### config.mk
export PLATFORM = sky130hd
export DESIGN_NAME = key_debouncer
export DESIGN_NICKNAME = d
export VERILOG_FILES = /design/src/rtl/key_debouncer.sv
export SDC_FILE = /design/constraint.sdc
export NUM_CORES = 1
export LEC_CHECK = 0
export BUFFER_PORTS_ARGS = -buffer_cell sky130_fd_sc_hd__buf_2
export CORE_MARGIN = 2
export CORE_UTILIZATION = 35
export DETAILED_ROUTE_END_ITERATION = 10
export SKIP_CTS_REPAIR_TIMING = 1
export SYNTH_ARGS = -nofsm -noshare
export SYNTH_HDL_FRONTEND = slang
export SYNTH_SLANG_ARGS = --single-unit
### constraint.sdc
create_clock -name clk -period 9.25 [get_ports clk]
set_clock_uncertainty 0.2 [all_clocks]
set_input_delay 0.925 -clock clk [delete_from_list [all_inputs] [get_ports clk]]
set_output_delay 0.925 -clock clk [all_outputs]
set_load 0.01 [all_outputs]
### src/rtl/key_debouncer.sv
// key_debouncer: per-key synchronizer, saturating-count bounce filter, edge pulses and press toggle
// Ports:
//   clk          system clock, rising edge
//   rst          asynchronous active-high reset
//   key_raw      raw button pins, asynchronous to clk
//   key_level    debounced pressed state, 1 = pressed
//   key_press    one-cycle pulse when key_level rises
//   key_release  one-cycle pulse when key_level falls
//   key_toggle   inverts on every press pulse
//   any_press    OR of key_press, registered alongside it
module key_debouncer #(
  parameter int clk_mhz = 50,
  parameter int w_key = 4,
  parameter int debounce_us = 10000,
  parameter int debounce_cycles = clk_mhz * debounce_us,
  parameter int key_active_low = 0
) (
  input  logic             clk,
  input  logic             rst,
  input  logic [w_key-1:0] key_raw,
  output logic [w_key-1:0] key_level,
  output logic [w_key-1:0] key_press,
  output logic [w_key-1:0] key_release,
  output logic [w_key-1:0] key_toggle,
  output logic             any_press
);
  localparam int cw = $clog2(debounce_cycles + 1);
  if (debounce_cycles < 1) begin : g_bad
    $error("debounce_cycles must be at least 1");
  end
  logic [w_key-1:0] s1, s2, hit, rise;
  logic [cw-1:0] cnt [w_key];
  // hit: a mismatch run has lasted long enough to be accepted on this edge
  always_comb begin
    hit = '0;
    for (int i = 0; i < w_key; i++)
      hit[i] = (s2[i] != key_level[i]) && (cnt[i] == cw'(debounce_cycles - 1));
    rise = hit & s2;
  end
  // key_level is the filter's stable bit itself, so it is registered by construction
  always_ff @(posedge clk or posedge rst) begin
    if (rst) begin
      s1 <= '0;
      s2 <= '0;
      key_level <= '0;
      key_press <= '0;
      key_release <= '0;
      key_toggle <= '0;
      any_press <= 1'b0;
      for (int i = 0; i < w_key; i++) cnt[i] <= '0;
    end else begin
      s1 <= key_raw ^ {w_key{key_active_low != 0}};
      s2 <= s1;
      key_level <= key_level ^ hit;
      key_press <= rise;
      key_release <= hit & ~s2;
      key_toggle <= key_toggle ^ rise;
      any_press <= |rise;
      // any return to the stable value restarts the run from zero
      for (int i = 0; i < w_key; i++)
        cnt[i] <= (s2[i] == key_level[i] || hit[i]) ? '0 : cnt[i] + cw'(1);
    end
  end
endmodule
==> results of run 1 <==
-- cells in the final DEF (no fill, tap or decap), types with 4 or more instances in the layout --
cell and instances:
or4_1 7, nand4_1 24, nor2_1 78, nor4b_1 10, o21ai_0 4, xnor2_1 48
nor4_1 21, ha_1 4, a21oi_1 10, buf_2 22, inv_1 16, nand2_1 27
mux2_2 4, nand3_1 26, nor3_1 15, and3_1 5, xor2_1 17, mux2i_1 5
dfrtp_1 101, clkbuf_16 9
-- per-stage QoR --
step           utilization  power, uW  cell area [um^2]
6_report             0.405        865              5380
5_1_grt              0.405        902              5380
4_1_cts              0.405        878              5380
3_5_place_dp         0.382        488              5070
3_3_place_gp         0.382        487              5070
2_1_floorplan            -        481              4800
-- critical path, cell delays in order (launching register included) --
cell and delay (ps):
dfrtp_1 410, ha_1 240, and4_1 250, nand4_1 180, o21ai_1 940, nor2_1 160
-- logic make-up after synthesis --
kind of cell,after synthesis
muxes,9
and+or+nand+nor,237
buffers and inverters,30
adders and majority gates,4
xor gates and xnor gates,65
DFF,101
AOI/OAI and AO/OA,22
-- final timing paths --
check	cells past startpoint	start	to
setup reg to reg	5	cnt[19]$_DFF_PP0_	cnt[34]$_DFF_PP0_
min in group asynchronous	2	rst	s1[0]$_DFF_PP0_
max in group asynchronous	3	rst	s1[2]$_DFF_PP0_
setup / recovery	5	cnt[19]$_DFF_PP0_	cnt[34]$_DFF_PP0_
hold reg to reg	0	s1[0]$_DFF_PP0_	s2[0]$_DFF_PP0_
hold / removal	0	s1[0]$_DFF_PP0_	s2[0]$_DFF_PP0_
-- flip-flops by register name (all words and copies together), names as in the netlist, named ones only --
name	flops
any_press	1
cnt	76
key_press	4
key_release	4
key_toggle	4
s1	4
s2	4
-- power by group --
group	switching, uW	internal [uW]	leakage [uW]
Combinational	18.1	6.36	0.000655
Clock	168	219	0.000149
Sequential	6.73	447	0.00138
Total	192	673	0.00219
-- per-layer routing --
layer | wire length (um) | global-route usage | vias up
li1 | - | - | 1676
met5 | 0 | 0 | -
met3 | 285 | 0.0348 | 9
met2 | 4240 | 0.233 | 61
met4 | 120 | 0.0388 | 0
met1 | 4450 | 0.179 | 1662
-- cell type report --
type | count | area, um^2 | area share
Inverter | 17 | 66.3 | 0.0123
Sequential cell | 101 | 2530 | 0.470
Tap cell | 176 | 220 | 0.0409
Multi-Input combinational cell | 337 | 2140 | 0.398
Timing Repair Buffer | 23 | 118 | 0.0219
Clock buffer | 10 | 239 | 0.0444
Clock inverter | 6 | 68.8 | 0.0128
-- synth_stat cells --
| master | instances | area [um^2] |
|---|---|---|
| nor4bb_1 | 3 | 30.0 |
| nor4b_1 | 10 | 87.6 |
| nand4bb_1 | 1 | 11.3 |
| dfrtp_1 | 101 | 2530 |
| nand3b_1 | 1 | 7.51 |
| or2_2 | 1 | 6.26 |
| or3_1 | 2 | 12.5 |
| nor4_2 | 1 | 12.5 |
| o21ai_1 | 2 | 10.0 |
| or3_4 | 1 | 11.3 |
| nor3_1 | 15 | 75.1 |
| o31ai_1 | 2 | 15.0 |
| or4b_4 | 1 | 13.8 |
| o21ai_2 | 1 | 8.76 |
| xnor2_1 | 48 | 420 |
| a21oi_1 | 10 | 50.1 |
| or4_1 | 7 | 52.6 |
| mux2_2 | 4 | 45.0 |
| buf_6 | 1 | 11.3 |
| nand3_1 | 26 | 130 |
| nand4_1 | 24 | 150 |
| clkbuf_1 | 3 | 11.3 |
| nand4b_1 | 2 | 17.5 |
| xor2_1 | 17 | 149 |
| nand2_1 | 27 | 101 |
| and4_1 | 2 | 17.5 |
| nand3_4 | 2 | 35.0 |
| nand4_4 | 1 | 21.3 |
| a21o_1 | 2 | 15.0 |
| and4_2 | 1 | 10.0 |
| or4_4 | 1 | 11.3 |
| nor2_1 | 78 | 293 |
| nor4_1 | 21 | 131 |
| buf_2 | 6 | 30.0 |
| clkbuf_2 | 2 | 10.0 |
| and2_1 | 2 | 12.5 |
| nand2b_1 | 1 | 6.26 |
| and4b_1 | 1 | 10.0 |
| a31o_2 | 1 | 8.76 |
| inv_1 | 17 | 63.8 |
| buf_4 | 1 | 7.51 |
| ha_1 | 4 | 50.1 |
| mux2i_1 | 5 | 50.1 |
| and3_1 | 5 | 31.3 |
| o21ai_0 | 4 | 20.0 |
==> impl_metrics.py, run 1 <==
metrics = {
    "routing": {
        "vias": 3408,
        "drt.antenna.violating_nets": 0,
        "wirelength_um": 9100,
        "drtIter0Drc": 213,
        "drc": 0,
        "routedWlPerCell_um": 13.6,
        "first_pass_iters": 4,
        "viasPerCell": 5.09,
    },
    "floorplan": {
        "dieArea_mm2": 0.0147,
        "core_area_mm2": 0.0133,
        "ios": 23,
        "start_util": 0.361,
        "dieHeight_um": 121,
        "die_w_um": 121,
        "num_rows": 42,
    },
    "run_status": {
        "status": "finished clean",
    },
    "sta": {
        "max_freq_ghz": 0.391,
        "fin_crit_ps": 2560,
        "worst_pin_slew_ps": 1150,
        "timing.slew.headroom": 0.231,
        "slew_violations": 0,
        "setup_viol": 0,
        "whs_ps": 151,
        "fin_ws_ps": 6690,
        "timing.final.crit_share": 0.277,
        "hold_viol_final": 0,
        "fin_setup_tns_ps": 0,
        "rsz0062_at_grt": "no",
    },
    "synth": {
        "ys.warnings.count": 0,
        "syn_area_mm2": 0.00480,
        "synth_cells": 468,
        "ys_ff_latch": 101,
        "yosys.area_share.simple": 0.270,
        "synth_top_family_by_area": "simple AND/OR/NAND/NOR gates",
        "synth_xor_area_frac": 0.119,
        "synth_fa_ha_area_frac": 0.0104,
        "postSynthAreaPerCell_um2": 10.3,
        "synth_compound_area_frac": 0.0266,
        "ys_seq_area_frac": 0.526,
        "yosysUniqueCellTypes": 45,
        "synth_fp_nets": 478,
        "muxShareOfSynthArea": 0.0198,
    },
    "global_routing": {
        "track_usage": 0.139,
        "overflow": 0,
        "grt_max_degree": 72,
        "grt_pass1_wl_um": 16400,
        "grt_pass1_vias": 3485,
        "antenna_found_initial": 0,
    },
    "clock_tree": {
        "htreeDepth": 3,
        "cts_buffers": 9,
        "cts_root_buf": "clkbuf_16",
        "cts_max_path_buffers": 2,
        "clkTransAtPathRegs_ps": 70,
        "clk_latency_ps": 340,
        "cts_tree": "built",
        "numClockSinks": 101,
    },
    "placement": {
        "dpl.hpwl_um": 6160,
        "dp_cells": 654,
        "gp_congestion": 0.799,
        "dp_slack_ps": 6700,
        "io_buffers": 22,
    },
    "finish": {
        "nets": 499,
        "layout-area-overhead-vs-synth_pct": 12.0,
        "layout-drive-gt1-share": 0.111,
        "num-fill-cells": 1259,
        "layout.cells.non_filler": 670,
        "antenna_cells": 0,
    },
    "flow_run": {
        "drv_cap": 0,
    },
    "worst_setup_path": {
        "critPathArrivalTime_ps": 2530,
        "path_max_fanout": 17,
        "endpoint_kind": "flip-flop",
        "worstPathRequired_ps": 9220,
        "rrSetupSlack_ps": 6690,
        "cp-start-kind": "flip-flop",
        "crit_type": "flip-flop to flip-flop",
    },
    "worst_hold_path": {
        "hold_class": "flip-flop to flip-flop",
    },
    "pwr": {
        "p_per_area_mw_per_mm2": 161,
        "peakVddDrop_uv": 109,
        "power_leakage_uw": 0.00219,
    },
}
Power figures use the tool's default switching activity.
==> run 2, diff against run 1 <==
ABC_AREA = 1   (was default)
clock period = 2.3 ns   (was 9.25 ns; I/O delays follow)
==> impl_metrics.py, run 2 <==
metrics = {
    "floorplan": {
        "num_rows": 44,
        "core_area_mm2": 0.0145,
        "start_util": 0.358,
        "ios": 23,
        "die_w_um": 126,
        "dieHeight_um": 126,
        "dieArea_mm2": 0.0159,
    },
    "routing": {
        "viasPerCell": 4.49,
        "drc": 0,
        "drtIter0Drc": 247,
        "first_pass_iters": 4,
        "vias": 4061,
        "routedWlPerCell_um": 11.6,
        "wirelength_um": 10500,
        "drt.antenna.violating_nets": 0,
    },
    "worst_setup_path": {
        "rr_worst_depth": 6,
        "r2r-start": "cnt[38]$_DFF_PP0_",
        "worstPathRequired_ps": 2310,
        "rrSetupSlack_ps": 430,
        "crit_end": "cnt[56]$_DFF_PP0_",
        "critPathLaunch": "cnt[38]$_DFF_PP0_",
        "cp-start-kind": "flip-flop",
        "path_max_fanout": 17,
        "crit_type": "flip-flop to flip-flop",
        "critPathArrivalTime_ps": 1880,
        "reg2reg_to": "cnt[56]$_DFF_PP0_",
        "endpoint_kind": "flip-flop",
    },
    "finish": {
        "top_register": "cnt",
        "num-fill-cells": 1523,
        "nets": 725,
        "multi_input_area_mm2": 0.00231,
        "final_cell_mix": "178 x nand2_1, 171 x nor2_1, 101 x dfrtp_1",
        "layout-area-overhead-vs-synth_pct": 13.5,
        "layout-drive-gt1-share": 0.0875,
        "antenna_cells": 0,
        "regArea_mm2": 0.00253,
        "final_common_cell": "nand2_1",
        "largest_reg_flops": 76,
    },
    "sta": {
        "max_freq_ghz": 0.534,
        "timing.final.crit_share": 0.814,
        "fin_crit_ps": 1870,
        "hold_viol_final": 0,
        "worst_pin_slew_ps": 591,
        "setup_viol": 0,
        "slew_violations": 0,
        "rsz0062_at_grt": "no",
        "fin_setup_tns_ps": 0,
        "timing.slew.headroom": 0.605,
    },
    "pwr": {
        "total_power_uw": 3500,
        "p_per_area_mw_per_mm2": 593,
        "peakVddDrop_uv": 363,
        "power_leakage_uw": 0.00266,
    },
    "synth": {
        "synthArstFlopShare": 1.00,
        "synth_edf_count": 0,
        "synthTopCellsByArea": "dfrtp_1 49%, nand2_1 13%, nor2_1 12%",
        "postSynthAreaPerCell_um2": 7.68,
        "synth_commonest_cells": "178 x nand2_1, 171 x nor2_1, 101 x dfrtp_1",
        "synth_cells": 678,
        "ys.warnings.count": 0,
        "synth_most_common_cell": "nand2_1",
        "synth_flop_cell": "dfrtp_1",
        "synth.top_cell.area_share": 0.486,
        "syn_area_mm2": 0.00520,
        "synth_area_leader_cell": "dfrtp_1",
        "synth_fp_nets": 688,
        "ys_seq_area_frac": 0.486,
        "ys_ff_latch": 101,
        "yosysUniqueCellTypes": 33,
    },
    "global_routing": {
        "grt_pass1_wl_um": 18700,
        "overflow": 0,
        "grt_pass1_vias": 3952,
        "grt_max_degree": 38,
        "antenna_found_initial": 0,
        "track_usage": 0.145,
    },
    "placement": {
        "gp_congestion": 0.840,
        "io_buffers": 22,
        "dpl.hpwl_um": 7750,
    },
    "clock_tree": {
        "cts_tree": "built",
        "cts_buffers": 9,
        "htreeDepth": 3,
        "clkTransAtPathRegs_ps": 60,
        "numClockSinks": 101,
        "cts_max_path_buffers": 2,
        "clk_latency_ps": 350,
        "cts_root_buf": "clkbuf_16",
    },
    "flow_run": {
        "drv_cap": 0,
    },
    "worst_hold_path": {
        "hold_class": "flip-flop to flip-flop",
    },
    "run_status": {
        "status": "finished clean",
    },
}
## run 2: changes by cell type in the layout (fill, tap and decap cells not counted), moves of 10 or more
cell     previous run  this run
xnor2_1            48         8
nor4b_1            10         0
nand4_1            24        12
inv_1              16        80
nand2_1            27       178
xor2_1             17        28
nor4_1             21         2
nor2_1             78       171
## run 2: cell type report
type,count,area share
Sequential cell,101,0.428
Multi-Input combinational cell,489,0.392
Inverter,84,0.0544
Clock buffer,13,0.0441
Tap cell,184,0.0390
Timing Repair Buffer,30,0.0352
Clock inverter,3,0.00742
## run 2: layer usage
layer	wire length (um)	global-route usage	part of all wire	vias to the layer above
li1	-	-	-	2157
met1	5300	0.199	0.51	1848
met2	4700	0.227	0.45	44
met3	319	0.0353	0.030	12
met4	151	0.0440	0.014	0
met5	0	0	0	-
## run 2: worst min path at each step
stage / start / endpoint / depth (start not counted)
global placement: s1[1]$_DFF_PP0_ / s2[1]$_DFF_PP0_ / 0
CTS: rst / cnt[27]$_DFF_PP0_ / 2
finish: s1[2]$_DFF_PP0_ / s2[2]$_DFF_PP0_ / 0
floorplan: key_raw[0] / s1[0]$_DFF_PP0_ / 0
detailed placement: rst / key_release[0]$_DFF_PP0_ / 2
global route: s1[2]$_DFF_PP0_ / s2[2]$_DFF_PP0_ / 0
## run 2: cell families (layout without fill, tap and decap cells)
group           after synthesis  after routing  synth area share
flops                       101            101             0.486
xor+xnor                     36             36            0.0606
compound gates               22             22            0.0300
fa+ha+maj                     4              4           0.00962
simple gates                427            427             0.344
buf+inv                      88            130            0.0697
## run 2: metrics by stage
step,cells,utilization,instance area [um^2],worst slack (ps),hold slack [ps]
CTS,899,0.403,5860,438,-243
global placement,883,0.382,5550,487,132
global route,904,0.406,5910,274,157
floorplan,678,-,5210,634,61.4
finish,904,0.406,5910,429,150
detailed placement,883,0.382,5550,449,137
## run 2: power by group
group | switching, uW | total (uW) | internal [uW]
Sequential | 21.9 | 1820 | 1800
Clock | 648 | 1550 | 904
Combinational | 84.5 | 126 | 41.9
## run 2: worst max-delay path: stages (launching register included)
cell and delay [ps]:
dfrtp_1 390, ha_1 260, nand3_2 130, inv_2 100
nand3_2 130, o22ai_4 410, nor2_1 110
==> run 3, diff against run 2 <==
clock period = 1.9 ns   (was 2.3 ns; I/O delays follow)
==> impl_metrics.py, run 3 (synthesized netlist as in run 2, its figures left out) <==
metrics = {
    "routing": {
        "drc": 0,
        "wirelength_um": 10700,
        "vias": 4152,
        "drt.antenna.violating_nets": 0,
        "drtIter0Drc": 269,
        "viasPerCell": 4.57,
        "routedWlPerCell_um": 11.8,
        "first_pass_iters": 4,
    },
    "placement": {
        "dpl.hpwl_um": 7730,
        "dp_cells": 887,
        "io_buffers": 22,
        "gp_congestion": 0.856,
        "place_area_mm2": 0.00559,
        "dp_slack_ps": 64.5,
    },
    "finish": {
        "num-fill-cells": 1494,
        "largest_reg_flops": 76,
        "multi_input_area_mm2": 0.00235,
        "final_common_cell": "nand2_1",
        "antenna_cells": 0,
        "finalInstanceArea_mm2": 0.00601,
        "layout-area-overhead-vs-synth_pct": 15.5,
        "layout-drive-gt1-share": 0.102,
        "final_cell_mix": "178 x nand2_1, 170 x nor2_1, 101 x dfrtp_1",
        "regArea_mm2": 0.00253,
        "nets": 730,
        "top_register": "cnt",
        "layout.cells.non_filler": 909,
    },
    "worst_setup_path": {
        "path_max_fanout": 17,
        "r2r-start": "cnt[0]$_DFF_PP0_",
        "rrSetupSlack_ps": 140,
        "crit_end": "cnt[11]$_DFF_PP0_",
        "rr_worst_depth": 6,
        "crit_type": "flip-flop to flip-flop",
        "reg2reg_to": "cnt[11]$_DFF_PP0_",
        "endpoint_kind": "flip-flop",
        "critPathArrivalTime_ps": 1790,
        "worstPathRequired_ps": 1940,
        "critPathLaunch": "cnt[0]$_DFF_PP0_",
        "cp-start-kind": "flip-flop",
    },
    "worst_hold_path": {
        "hold_depth": 0,
        "hold_class": "flip-flop to flip-flop",
    },
    "clock_tree": {
        "numClockSinks": 101,
        "clk_latency_ps": 350,
        "cts_max_path_buffers": 2,
        "cts_buffers": 9,
        "cts_root_buf": "clkbuf_16",
        "cts_tree": "built",
        "clkTransAtPathRegs_ps": 70,
        "htreeDepth": 3,
    },
    "floorplan": {
        "die_w_um": 126,
        "ios": 23,
        "dieArea_mm2": 0.0159,
        "core_area_mm2": 0.0145,
        "dieHeight_um": 126,
        "start_util": 0.358,
        "num_rows": 44,
    },
    "sta": {
        "fin_crit_ps": 1760,
        "slew_violations": 0,
        "fin_ws_ps": 143,
        "hold_viol_final": 0,
        "fin_setup_tns_ps": 0,
        "setup_viol": 0,
        "worst_pin_slew_ps": 583,
        "timing.slew.headroom": 0.610,
        "max_freq_ghz": 0.569,
        "timing.final.crit_share": 0.925,
    },
    "global_routing": {
        "grt_pass1_wl_um": 18700,
        "overflow": 0,
        "grt_max_degree": 33,
        "antenna_found_initial": 0,
        "track_usage": 0.143,
        "grt_pass1_vias": 4002,
    },
    "pwr": {
        "total_power_uw": 4430,
        "p_per_area_mw_per_mm2": 737,
        "power_leakage_uw": 0.00270,
        "peakVddDrop_uv": 411,
    },
    "run_status": {
        "status": "finished clean",
    },
    "flow_run": {
        "drv_cap": 0,
    },
}
-- run 3: critical path: stages (launching register included) --
cell and delay (ps):
dfrtp_1 380, ha_1 280, nand3_4 140, nor3_4 240, nand2_2 130, nand2_4 200
nor2_1 80
-- run 3: how the worst min path moves through the flow --
stage / slack, ps / end / start
final: 150 / s2[0]$_DFF_PP0_ / s1[0]$_DFF_PP0_
after global routing: 170 / s2[0]$_DFF_PP0_ / s1[0]$_DFF_PP0_
after CTS: -300 / s2[0]$_DFF_PP0_ / rst
after detailed placement: 90 / key_release[2]$_DFF_PP0_ / rst
after global placement: 90 / s2[0]$_DFF_PP0_ / rst
after floorplan: 20 / s1[0]$_DFF_PP0_ / key_raw[0]
-- run 3: cell type report --
class | count | area share
Clock buffer | 11 | 0.0420
Clock inverter | 5 | 0.0137
Inverter | 84 | 0.0535
Multi-Input combinational cell | 490 | 0.391
Sequential cell | 101 | 0.420
Tap cell | 184 | 0.0383
Timing Repair Buffer | 34 | 0.0416
-- run 3: power by group --
part           internal (uW)  switching [uW]
clock network           1230             834
logic                   57.6             105
registers               2180            26.4
-- run 3: per-stage QoR --
stage	utilization	hold WS, ps
detailed placement	0.385	93.9
floorplan	-	21.4
CTS	0.408	-295
global route	0.414	170
finish	0.414	151
global placement	0.385	91.2
-- run 3: metal layers --
layer	global-route usage	wire [um]	vias up
li1	-	-	2169
met1	0.191	5320	1926
met5	0	0	-
met2	0.235	4950	47
met3	0.0297	333	10
met4	0.0446	140	0
